===== config.mk =====
export PLATFORM = sky130hd
export DESIGN_NAME = mult_req_sequencer
export DESIGN_NICKNAME = d
export VERILOG_FILES = /design/src/rtl/mult_seq_pkg.sv /design/src/rtl/mult_seq_fifo.sv /design/src/rtl/mult_req_sequencer.sv
export SDC_FILE = /design/constraint.sdc
export NUM_CORES = 1
export LEC_CHECK = 0
export ABC_AREA = 1
export ABC_CLOCK_PERIOD_IN_PS = 11470
export CORE_ASPECT_RATIO = 1.4
export CORE_UTILIZATION = 49
export DETAILED_ROUTE_END_ITERATION = 16
export PLACE_DENSITY_LB_ADDON = 0.3
export SLEW_MARGIN = 20
export SYNTH_ARGS = -nofsm -noshare
export SYNTH_HDL_FRONTEND = slang
export SYNTH_HIERARCHICAL = 1
export SYNTH_SLANG_ARGS = --single-unit

===== constraint.sdc =====
create_clock -name clk -period 11.47 [get_ports clk]
set_input_delay 2.294 -clock clk [delete_from_list [all_inputs] [get_ports clk]]
set_output_delay 2.294 -clock clk [all_outputs]
set_load 0.05 [all_outputs]

===== src/rtl/mult_seq_pkg.sv =====
// Shared types and constants for the multiplier request sequencer and its operand FIFO.
package mult_seq_pkg;

   localparam int DATA_W_DEFAULT  = 64;
   localparam int PROD_W          = 2 * DATA_W_DEFAULT;
   localparam int MULT_CYCLES     = 64;
   localparam int TIMEOUT_DEFAULT = 80;

   typedef enum logic [2:0] {
      ST_IDLE,
      ST_CLEAR,
      ST_LOAD,
      ST_RUN,
      ST_DONE
   } state_t;

   // Width of a counter or pointer that must hold values 0..max_val-1; never narrower than one bit.
   function automatic int cnt_width(input int max_val);
      return (max_val < 2) ? 1 : $clog2(max_val);
   endfunction

endpackage


===== src/rtl/mult_seq_fifo.sv =====
// Operand FIFO for the multiplier sequencer; count, full and empty are registered so in_ready is a clean flop output.
module mult_seq_fifo
   import mult_seq_pkg::*;
#(
   parameter int WIDTH = 2 * DATA_W_DEFAULT,
   parameter int DEPTH = 2
) (
   input  logic             clk,
   input  logic             reset,
   input  logic             push,
   input  logic [WIDTH-1:0] push_data,
   input  logic             pop,
   output logic [WIDTH-1:0] head,
   output logic             full,
   output logic             empty
);

   localparam int PTR_W = cnt_width(DEPTH);
   localparam int CNT_W = $clog2(DEPTH + 1);
   localparam logic [PTR_W-1:0] PTR_LAST = PTR_W'(DEPTH - 1);
   localparam logic [CNT_W-1:0] CNT_FULL = CNT_W'(DEPTH);

   logic [WIDTH-1:0] mem [DEPTH];
   logic [PTR_W-1:0] wr_ptr;
   logic [PTR_W-1:0] rd_ptr;
   logic [CNT_W-1:0] count;
   logic [CNT_W-1:0] count_next;
   logic             do_push;
   logic             do_pop;

   assign do_push = push && !full;
   assign do_pop  = pop && !empty;
   assign head    = mem[rd_ptr];

   // NOTE: every variable written in always_comb gets a default first, so no path can infer a latch.
   always_comb begin
      count_next = count;
      if (do_push && !do_pop) begin
         count_next = count + 1'b1;
      end else if (do_pop && !do_push) begin
         count_next = count - 1'b1;
      end
   end

   // NOTE: storage has no reset; only the pointers and flags decide which entries are meaningful.
   always_ff @(posedge clk) begin
      if (do_push) begin
         mem[wr_ptr] <= push_data;
      end
   end

   // NOTE: sequential state uses non-blocking assignments so every flop samples pre-edge values.
   always_ff @(posedge clk or posedge reset) begin
      if (reset) begin
         wr_ptr <= '0;
         rd_ptr <= '0;
         count  <= '0;
         full   <= 1'b0;
         empty  <= 1'b1;
      end else begin
         if (do_push) begin
            wr_ptr <= (wr_ptr == PTR_LAST) ? '0 : wr_ptr + 1'b1;
         end
         if (do_pop) begin
            rd_ptr <= (rd_ptr == PTR_LAST) ? '0 : rd_ptr + 1'b1;
         end
         count <= count_next;
         full  <= (count_next == CNT_FULL);
         empty <= (count_next == '0);
      end
   end

endmodule


===== src/rtl/mult_req_sequencer.sv =====
// Sequences buffered operand pairs through the shift-add multiplier core: clear, load, wait for done, capture the product.
module mult_req_sequencer
   import mult_seq_pkg::*;
#(
   parameter int DATA_W     = DATA_W_DEFAULT,
   parameter int FIFO_DEPTH = 2,
   parameter int TIMEOUT    = TIMEOUT_DEFAULT
) (
   input  logic                clk,
   input  logic                reset,
   input  logic                in_valid,
   output logic                in_ready,
   input  logic [DATA_W-1:0]   in_a,
   input  logic [DATA_W-1:0]   in_b,
   output logic                out_valid,
   input  logic                out_ready,
   output logic [2*DATA_W-1:0] out_product,
   output logic                mult_rst_n,
   output logic                mult_w_en,
   output logic [DATA_W-1:0]   mult_a,
   output logic [DATA_W-1:0]   mult_b,
   input  logic                mult_ok,
   input  logic [2*DATA_W-1:0] mult_product,
   output logic                busy,
   output logic                timeout_err
);

   localparam int RUN_W = cnt_width(TIMEOUT);
   localparam logic [RUN_W-1:0] RUN_LAST = RUN_W'(TIMEOUT - 1);

   state_t                state;
   logic [RUN_W-1:0]      run_cnt;
   logic                  fifo_full;
   logic                  fifo_empty;
   logic                  fifo_pop;
   logic [2*DATA_W-1:0]   fifo_head;

   mult_seq_fifo #(
      .WIDTH (2 * DATA_W),
      .DEPTH (FIFO_DEPTH)
   ) u_fifo (
      .clk       (clk),
      .reset     (reset),
      .push      (in_valid),
      .push_data ({in_a, in_b}),
      .pop       (fifo_pop),
      .head      (fifo_head),
      .full      (fifo_full),
      .empty     (fifo_empty)
   );

   assign in_ready = !fifo_full;
   assign fifo_pop = (state == ST_IDLE) && !fifo_empty;
   assign busy     = (state != ST_IDLE) || !fifo_empty;

   // Core strobes default to their inactive levels each cycle; the state that needs a pulse overrides them.
   always_ff @(posedge clk or posedge reset) begin
      if (reset) begin
         state       <= ST_IDLE;
         run_cnt     <= '0;
         mult_rst_n  <= 1'b0;
         mult_w_en   <= 1'b0;
         mult_a      <= '0;
         mult_b      <= '0;
         out_valid   <= 1'b0;
         out_product <= '0;
         timeout_err <= 1'b0;
      end else begin
         mult_rst_n <= 1'b1;
         mult_w_en  <= 1'b0;

         if (out_valid && out_ready) begin
            out_valid <= 1'b0;
         end

         case (state)
            ST_IDLE: begin
               if (!fifo_empty) begin
                  {mult_a, mult_b} <= fifo_head;
                  mult_rst_n       <= 1'b0;
                  state            <= ST_CLEAR;
               end
            end
            ST_CLEAR: begin
               mult_w_en <= 1'b1;
               state     <= ST_LOAD;
            end
            ST_LOAD: begin
               run_cnt <= '0;
               state   <= ST_RUN;
            end
            ST_RUN: begin
               if (mult_ok) begin
                  state <= ST_DONE;
               end else if (run_cnt == RUN_LAST) begin
                  timeout_err <= 1'b1;
                  state       <= ST_IDLE;
               end else begin
                  run_cnt <= run_cnt + 1'b1;
               end
            end
            ST_DONE: begin
               // The core keeps its product while done, so waiting here for a free output slot is safe.
               if (!out_valid || out_ready) begin
                  out_product <= mult_product;
                  out_valid   <= 1'b1;
                  state       <= ST_IDLE;
               end
            end
            default: begin
               state <= ST_IDLE;
            end
         endcase
      end
   end

endmodule


# After elaboration in Yosys (flattened, before gate mapping)
# Memories as Yosys holds them, arrays and structs flattened. A register that Yosys moved wholly into a read port is not among the register bits.
# Cells that the tools add are included.
# classes
bitwise_logic	2
eq_ne	11
reduce_logical	22
n_mux	20
add_sub_neg	5
# ops
operator	count
one-hot mux 3 bit (5 select lines)	1
two-way mux 7 bit	2
one-hot mux 7 bit (2 select lines)	1
two-way mux 3 bit	4
two-way mux 1 bit	10
AND reduction 3 bit	3
inequality test 2 bit, second input constant	4
adder 7 x 1 -> 7 bit, second input constant	1
equality test 7 bit, second input constant	1
equality test 3 x 2 -> 1 bit, second input constant	2
logical AND 1 bit	6
zero test 1 bit	5
two-way mux 2 bit	2
AND reduction 2 bit	2
equality test 3 x 1 -> 1 bit, second input constant	1
equality test 3 bit, second input constant	1
zero test 3 bit	1
inequality test 3 bit, second input constant	1
nonzero test 3 bit	1
adder 1 bit, second input constant	2
adder 2 x 1 -> 2 bit, second input constant	1
equality test 2 bit, second input constant	1
zero test 2 bit	1
logical OR 1 bit	2
other kinds (3)	4
# word_totals
ff_bits	148
ramBits	256
in_bits	261
elab_cells	73
memories	1
# mem_list
name	depth	width	rd	rd_ports_with_merged_regs	write_ports	line_no	source
u_fifo.mem	2	128	1	1	1	mult_seq_fifo.sv:23	logic [WIDTH-1:0] mem [DEPTH];

# Longest topological paths before layout
# Gate-level depths: netlist of run 1.
# depth
depth_word	7
depth_mapped	11
ltp_nobuf	10

# By module
# The synthesis of run 1 kept the hierarchy.
# modules_own_cells
module	seq_area_each_um2	cells_each	n_inst	area_each_um2
mult_req_sequencer	6756.5	1181	1	10563.9
mult_seq_fifo	7838.8	706	1	9656.8

# Least setup slack after synthesis of run 1
# OpenSTA, ideal clock, no wires.
# synth_path
path_type	in2reg
start	in in_valid
end	mem u_fifo/mem[0][0] in the netlist's numbering (enable)
path_slack_ns	3.116
t_required_ns	10.853
path_stages	2
n_path_buf	0
t_arrival_ns	7.737
path_cell_list	nand2_1 > nor2_1
# synth_between
elab_chain_cells	3
# synth_lines
element	line_no	source
from (decl)	mult_req_sequencer.sv:11	input logic in_valid,
logical AND 1 bit	mult_seq_fifo.sv:31	assign do_push = push && !full;
two-way mux 1 bit	mult_seq_fifo.sv:47	if (do_push) begin
two-way mux 1 bit (implied by the code)	mult_seq_fifo.sv:48	mem[wr_ptr] <= push_data;
to (decl)	mult_seq_fifo.sv:23	
# No other way between the ends.

# Worst setup path after layout of run 1
# layout_path
start	reg state[2]
end	out busy
# layout_between
elab_chain_cells	2
# layout_lines
element	line_no	source
from (decl)	mult_req_sequencer.sv:31	state_t state;
from (signal assigned)	mult_req_sequencer.sv:59	state <= ST_IDLE;
from (signal assigned)	mult_req_sequencer.sv:81	state <= ST_CLEAR;
from (signal assigned)	mult_req_sequencer.sv:86	state <= ST_LOAD;
nonzero test 3 bit	mult_req_sequencer.sv:54	assign busy = (state != ST_IDLE) || !fifo_empty;
logical OR 1 bit	mult_req_sequencer.sv:54	
to (decl)	mult_req_sequencer.sv:24	output logic busy,
# No other way between the ends.

==> impl_metrics.yaml, run 1 <==
clocking:
  cts_buffers: 50
  cts_buffer_depth: 3
  cts_tree: "built"
  clkSinkCount: 532
  worst_skew_pair.late_latency_ns: 0.58
  htreeDepth: 2
  post_cts_buffers: 0
  cts_resized: 0
  cts_hold_buf: 0
  root_buffer: "clkbuf_16"
  cts.clk_slew.worst_paths_ns: 0.06
yosys:
  synthCells: 1887
  synth.top_cell.area_share_pct: 38.02
  ys_ff_latch: 532
  ys_seq_area_share_pct: 72.18
  syn_nets: 2149
  synthArstFlopShare_pct: 51.88
  ys.flop_type: "dfrtp_1"
  yosysMostFrequentCell: "nand2_1"
  synth_top_cells_by_count: "941 x nand2_1, 275 x dfrtp_1, 256 x edfxtp_1, 151 x inv_1, 120 x o21ai_1"
  synth.area.top_cells: "edfxtp_1 38%, dfrtp_1 34%, nand2_1 17%"
  yosysWarnings: 6
  ys_types: 25
  synth_edf_count: 256
  avgSynthCellArea_sq_um: 10.72
  synth_top_area_cell: "edfxtp_1"
  syn_area_sq_um: 20220
timing:
  fmax_mhz: 223.9
  hold_viol: 0
  holdWs_ns: 0.4775
  rsz0062_at_grt: "false"
  period_needed_ns: 4.466
  report.final.slew_viol_count: 0
  finalSetupTns_ns: 0
  period_share_pct: 38.94
  skew_ns: 0.01966
  timing.final.ws_setup_ns: 7.004
  tightest_slew_ns: 1.067
  max_slew_margin_pct: 28.84
  finalSetupViolations: 0
cells_and_area:
  nNetsFinal: 2651
  synthToLayoutAreaGrowth_pct: 35.77
  fin_util_pct: 67.80
  drive_gt1_share_pct: 4.525
outcome:
  status: "finished, final reports clean"
placed_design:
  hpwl_mm: 37.10
  io_buffers: 522
  place_congestion: 0.9075
  dpl_worst_slack_ns: 6.735
setup_path:
  crit_arrival_ns: 2.17
  critPathRequiredTime_ns: 9.18
  path_max_fanout: 6
  crit_path_end_kind: "output port"
  r2r_slack_ns: 7.73
  cp_slowest_stage_delay_ns: 0.76
  cp_cell_sequence: "nor2_2, nand3_1, clkdlybuf4s50_1"
  crit_path_start: "state[2]"
  worstSetupStartpointType: "flip-flop"
  critPathSlowestCell: "clkdlybuf4s50_1"
  cp_num_buf_inv: 1
  crit_type: "flip-flop to output port"
  cp_top_family: "buffers and inverters"
  timing.rr.start: "state[2]"
global_routing:
  track_usage_pct: 26.23
  antenna_found_initial: 9
  grt_pass1_vias: 14600
  overflow: 0
  grt_pass1_wl_mm: 83.75
  grt_max_degree: 127
power_and_ir_drop:
  p_comb_share_pct: 45.0
  sw_frac_of_total_pct: 44.19
  pwr-share-seq_pct: 34.8
  cellLeakagePower_nw: 12.49
  power_frac_clock_pct: 20.2
  ir_worst_vdd_v: 0.0002550
  p_per_area_nw_per_um2: 320.2
  p_switching_mw: 3.885
  intPower_mw: 4.907
routing:
  drt_iter0_drc: 1191
  dr.pass1.iters: 5
  num_vias: 14730
  drtAntennaViolNets: 0
  vias_per_cell: 4.955
  drcViolationCount: 0
  routed_wl_mm: 55.79
  wl_per_cell_um: 18.77
min_path:
  hold_class: "flip-flop to flip-flop"
  hp-start: "mult_b[26]"
die:
  pin_count: 523
  die_w_um: 173.7
  die_h_um: 242.4
  rows: 87
  dieArea_sq_um: 42090
  core-area_sq_um: 40490
  start_util_pct: 49.94
run:
  drv_cap: 0
==> worst reg2reg max path, stage by stage (launching register included) <==
cell and delay, ns:
dfrtp_1 0.47, nor2_2 0.23, nand3_4 0.55, inv_4 0.76, buf_4 0.84, nand2_1 0.29
nand3_1 0.19, nand3_1 0.13, nand2_1 0.11, nor2_1 0.04
==> cells by family after synthesis <==
logic type / share of synthesized area, %
simple gates: 18.28
flops: 72.18
buf+inv: 5.891
compound gates: 3.496
xor+xnor: 0.08664
fa+ha+maj: 0.06187
==> registers in the layout, summed over array words and instances (netlist names) <==
register       count
u_fifo/mem       256
mult_a            64
mult_rst_n         1
run_cnt            7
u_fifo/empty       1
timeout_err        1
mult_b            64
out_valid          1
u_fifo/count       2
u_fifo/full        1
u_fifo/wr_ptr      1
mult_w_en          1
out_product      128
state              3
u_fifo/rd_ptr      1
==> worst paths after layout <==
check,to,depth (start not counted)
max,busy,3
min,mult_b[26],2
max reg2reg,u_fifo/full,9
min reg2reg,mult_b[26],2
max in group asynchronous,mult_b[6],3
min in group asynchronous,u_fifo/count[0],2
==> power groups by stage <==
stage	clock [mW]	combinational, mW	sequential [mW]
global placement	0	3.90	3.06
detailed placement	0	3.97	3.08
finish	1.78	3.96	3.06
global route	1.87	4.21	3.12
floorplan	0	1.16	4.50
CTS	1.80	3.99	3.05
==> layout make-up <==
cell class              count  area [sq um]
flip-flops and latches    532         14600
fillers                  2966         13040
repair buffers            534          5319
multi-input cells        1117          4466
clock buffers              65          1420
well taps                 534         668.1
inverters                 154         590.6
clock inverters            29         371.6
diodes                      8         20.02
==> cells in the final DEF, fill, tap and decap left out, types with 2 or more instances in the layout <==
cell type and count:
nand2_1 941, clkdlybuf4s50_1 522, dfrtp_1 274, edfxtp_1 256, inv_1 150, o21ai_1 120, clkbuf_16 52, nor2_1 14
clkinv_2 14, o21ai_0 12, buf_4 11, nand3_1 9, diode_2 8, bufinv_16 8, clkbuf_8 7, clkbuf_1 6
a21oi_1 5, nor2_2 2, inv_4 2, o21bai_1 2, nand4_1 2, clkinv_1 2, clkinv_4 2, xor2_1 2
nor2_4 2
==> per-stage QoR <==
stage | power [mW] | instances | cell area (sq um)
detailed placement | 7.042 | 2871 | 25640
global route | 9.197 | 2973 | 27450
CTS | 8.846 | 2965 | 27430
finish | 8.791 | 2973 | 27450
floorplan | 5.662 | 1887 | 20220
global placement | 6.961 | 2871 | 25640
==> layer usage <==
| layer | GRT usage (%) | routed length, um | share of wire, % | vias to the layer above |
|---|---|---|---|---|
| met4 | 9.727 | 1641 | 2.9 | 4 |
| met5 | 0 | 20 | 0.036 | - |
| met3 | 9.008 | 5784 | 10 | 96 |
| li1 | - | - | - | 6957 |
| met2 | 44.29 | 27900 | 50 | 614 |
| met1 | 30.92 | 20440 | 37 | 7060 |
No activity file was read; power rests on OpenSTA's default activity.
==> run 2, diff against run 1 <==
- ABC_CLOCK_PERIOD_IN_PS: 11470 -> 4600
- clock period: 11.47 -> 4.6 ns (I/O delays scaled with it)
==> impl_metrics.yaml, run 2 (synthesized netlist as in run 1, its figures left out) <==
timing:
  period_needed_ns: 3.055
  skew_ns: 0.02776
  timing.final.ws_setup_ns: 1.545
  report.final.slew_viol_count: 0
  finalSetupTns_ns: 0
  tightest_slew_ns: 0.9841
  fmax_mhz: 327.3
  period_share_pct: 66.42
  holdWs_ns: 0.4801
  finalSetupViolations: 0
  max_slew_margin_pct: 34.39
  rsz0062_at_grt: "false"
  hold_viol: 0
clocking:
  cts_resized: 0
  htreeDepth: 2
  cts_buffers: 49
  clkSinkCount: 532
  cts_hold_buf: 0
  post_cts_buffers: 0
  root_buffer: "clkbuf_16"
  worst_skew_pair.late_latency_ns: 0.57
  cts.clk_slew.worst_paths_ns: 0.06
  cts_buffer_depth: 3
  cts_tree: "built"
min_path:
  hold_end: "mult_b[40]"
  hold_class: "flip-flop to flip-flop"
  whs_path_depth: 2
  hp-start: "mult_b[40]"
power_and_ir_drop:
  cellLeakagePower_nw: 12.45
  p_per_area_nw_per_um2: 791.7
  ir_worst_vdd_v: 0.0006101
setup_path:
  timing.rr.start: "state[2]"
  reg2reg_depth: 9
  critPathRequiredTime_ns: 3.68
  path_max_fanout: 6
  crit_type: "flip-flop to output port"
  r2r_end: "u_fifo/empty"
  crit_arrival_ns: 2.14
  crit_path_end_kind: "output port"
  r2r_slack_ns: 1.67
  worstSetupStartpointType: "flip-flop"
die:
  die_h_um: 242.4
  dieArea_sq_um: 42090
  pin_count: 523
  rows: 87
  die_w_um: 173.7
  start_util_pct: 49.94
  core-area_sq_um: 40490
placed_design:
  dpl_worst_slack_ns: 1.514
  io_buffers: 522
  hpwl_mm: 38.30
  dp_cells: 2876
  place_congestion: 0.8930
cells_and_area:
  drive_gt1_share_pct: 4.237
  final_cell_mix: "941 x nand2_1, 522 x clkdlybuf4s50_1, 274 x dfrtp_1"
  regMostFlops: "u_fifo/mem"
  instances_no_fill: 2973
  nFillCells: 3010
  largest_reg_flops: 256
  largestRegisters: "u_fifo/mem: 256 flops, out_product: 128 flops"
  nNetsFinal: 2655
  layout_commonest_cell: "nand2_1"
  synthToLayoutAreaGrowth_pct: 35.57
routing:
  num_vias: 14690
  drtAntennaViolNets: 0
  drcViolationCount: 0
  vias_per_cell: 4.940
  routed_wl_mm: 56.31
  wl_per_cell_um: 18.94
  dr.pass1.iters: 5
  drt_iter0_drc: 955
global_routing:
  grt_max_degree: 139
  antenna_found_initial: 9
  grt_pass1_vias: 15110
  track_usage_pct: 26.52
  grt_pass1_wl_mm: 85.28
  overflow: 0
outcome:
  status: "finished, final reports clean"
run:
  drv_cap: 0
## run 2: changes by cell type in the layout (fill, tap and decap cells not counted), sizes merged
cell    delta
buf        +5
bufinv     -3
inv        -1
clkbuf     +6
clkinv     -7
## run 2: layer usage
metal	share of wire [%]	track usage, %	up-vias	routed length, um
met4	3.9	11.51	2	2189
met2	49	44.78	578	27780
met3	9.7	8.584	109	5476
li1	-	-	6946	-
met1	37	30.93	7051	20850
met5	0.023	0	-	13
## run 2: how the worst max path moves through the flow
stage | startpoint | to | slack (ns) | depth (start not counted)
floorplan | in_valid | u_fifo/mem[0][0] | -2.38 | 2
global placement | in_valid | u_fifo/mem[1][24] | 1.56 | 4
detailed placement | in_valid | u_fifo/mem[1][101] | 1.51 | 4
CTS | state[2] | busy | 1.51 | 3
global route | state[2] | u_fifo/full | 1.35 | 10
finish | state[2] | busy | 1.54 | 3
## run 2: final cells by class
class                           count  area (sq um)  share of cell area (%)
Sequential cell                   532         14600                   53.25
Antenna cell                        8         20.02                 0.07303
Clock inverter                     18         236.5                  0.8626
Multi-Input combinational cell   1117          4466                   16.29
Tap cell                          534         668.1                   2.437
Timing Repair Buffer              539          5418                   19.76
Inverter                          154         586.8                   2.141
Clock buffer                       71          1420                   5.180
## run 2: stage by stage
stage	area (sq um)	util, %	total power, mW
after global routing	27410	67.70	22.73
after detailed placement	25720	63.52	17.63
after floorplan	20220	-	14.12
after global placement	25720	63.52	17.39
final	27410	67.70	21.70
after CTS	27380	67.61	21.87
## run 2: power breakdown
part	switching, mW	total (mW)	leakage [nW]	internal (mW)
clock network	1.73	4.16	0.816	2.43
registers	0.931	7.61	5.85	6.68
logic	6.99	9.93	5.78	2.93
total	9.66	21.7	12.5	12.0
## run 2: critical path, stage by stage (launching register included)
cell             delay (ns)
dfrtp_1                0.47
nor2_2                 0.23
nand3_1                0.13
clkdlybuf4s50_1        0.75
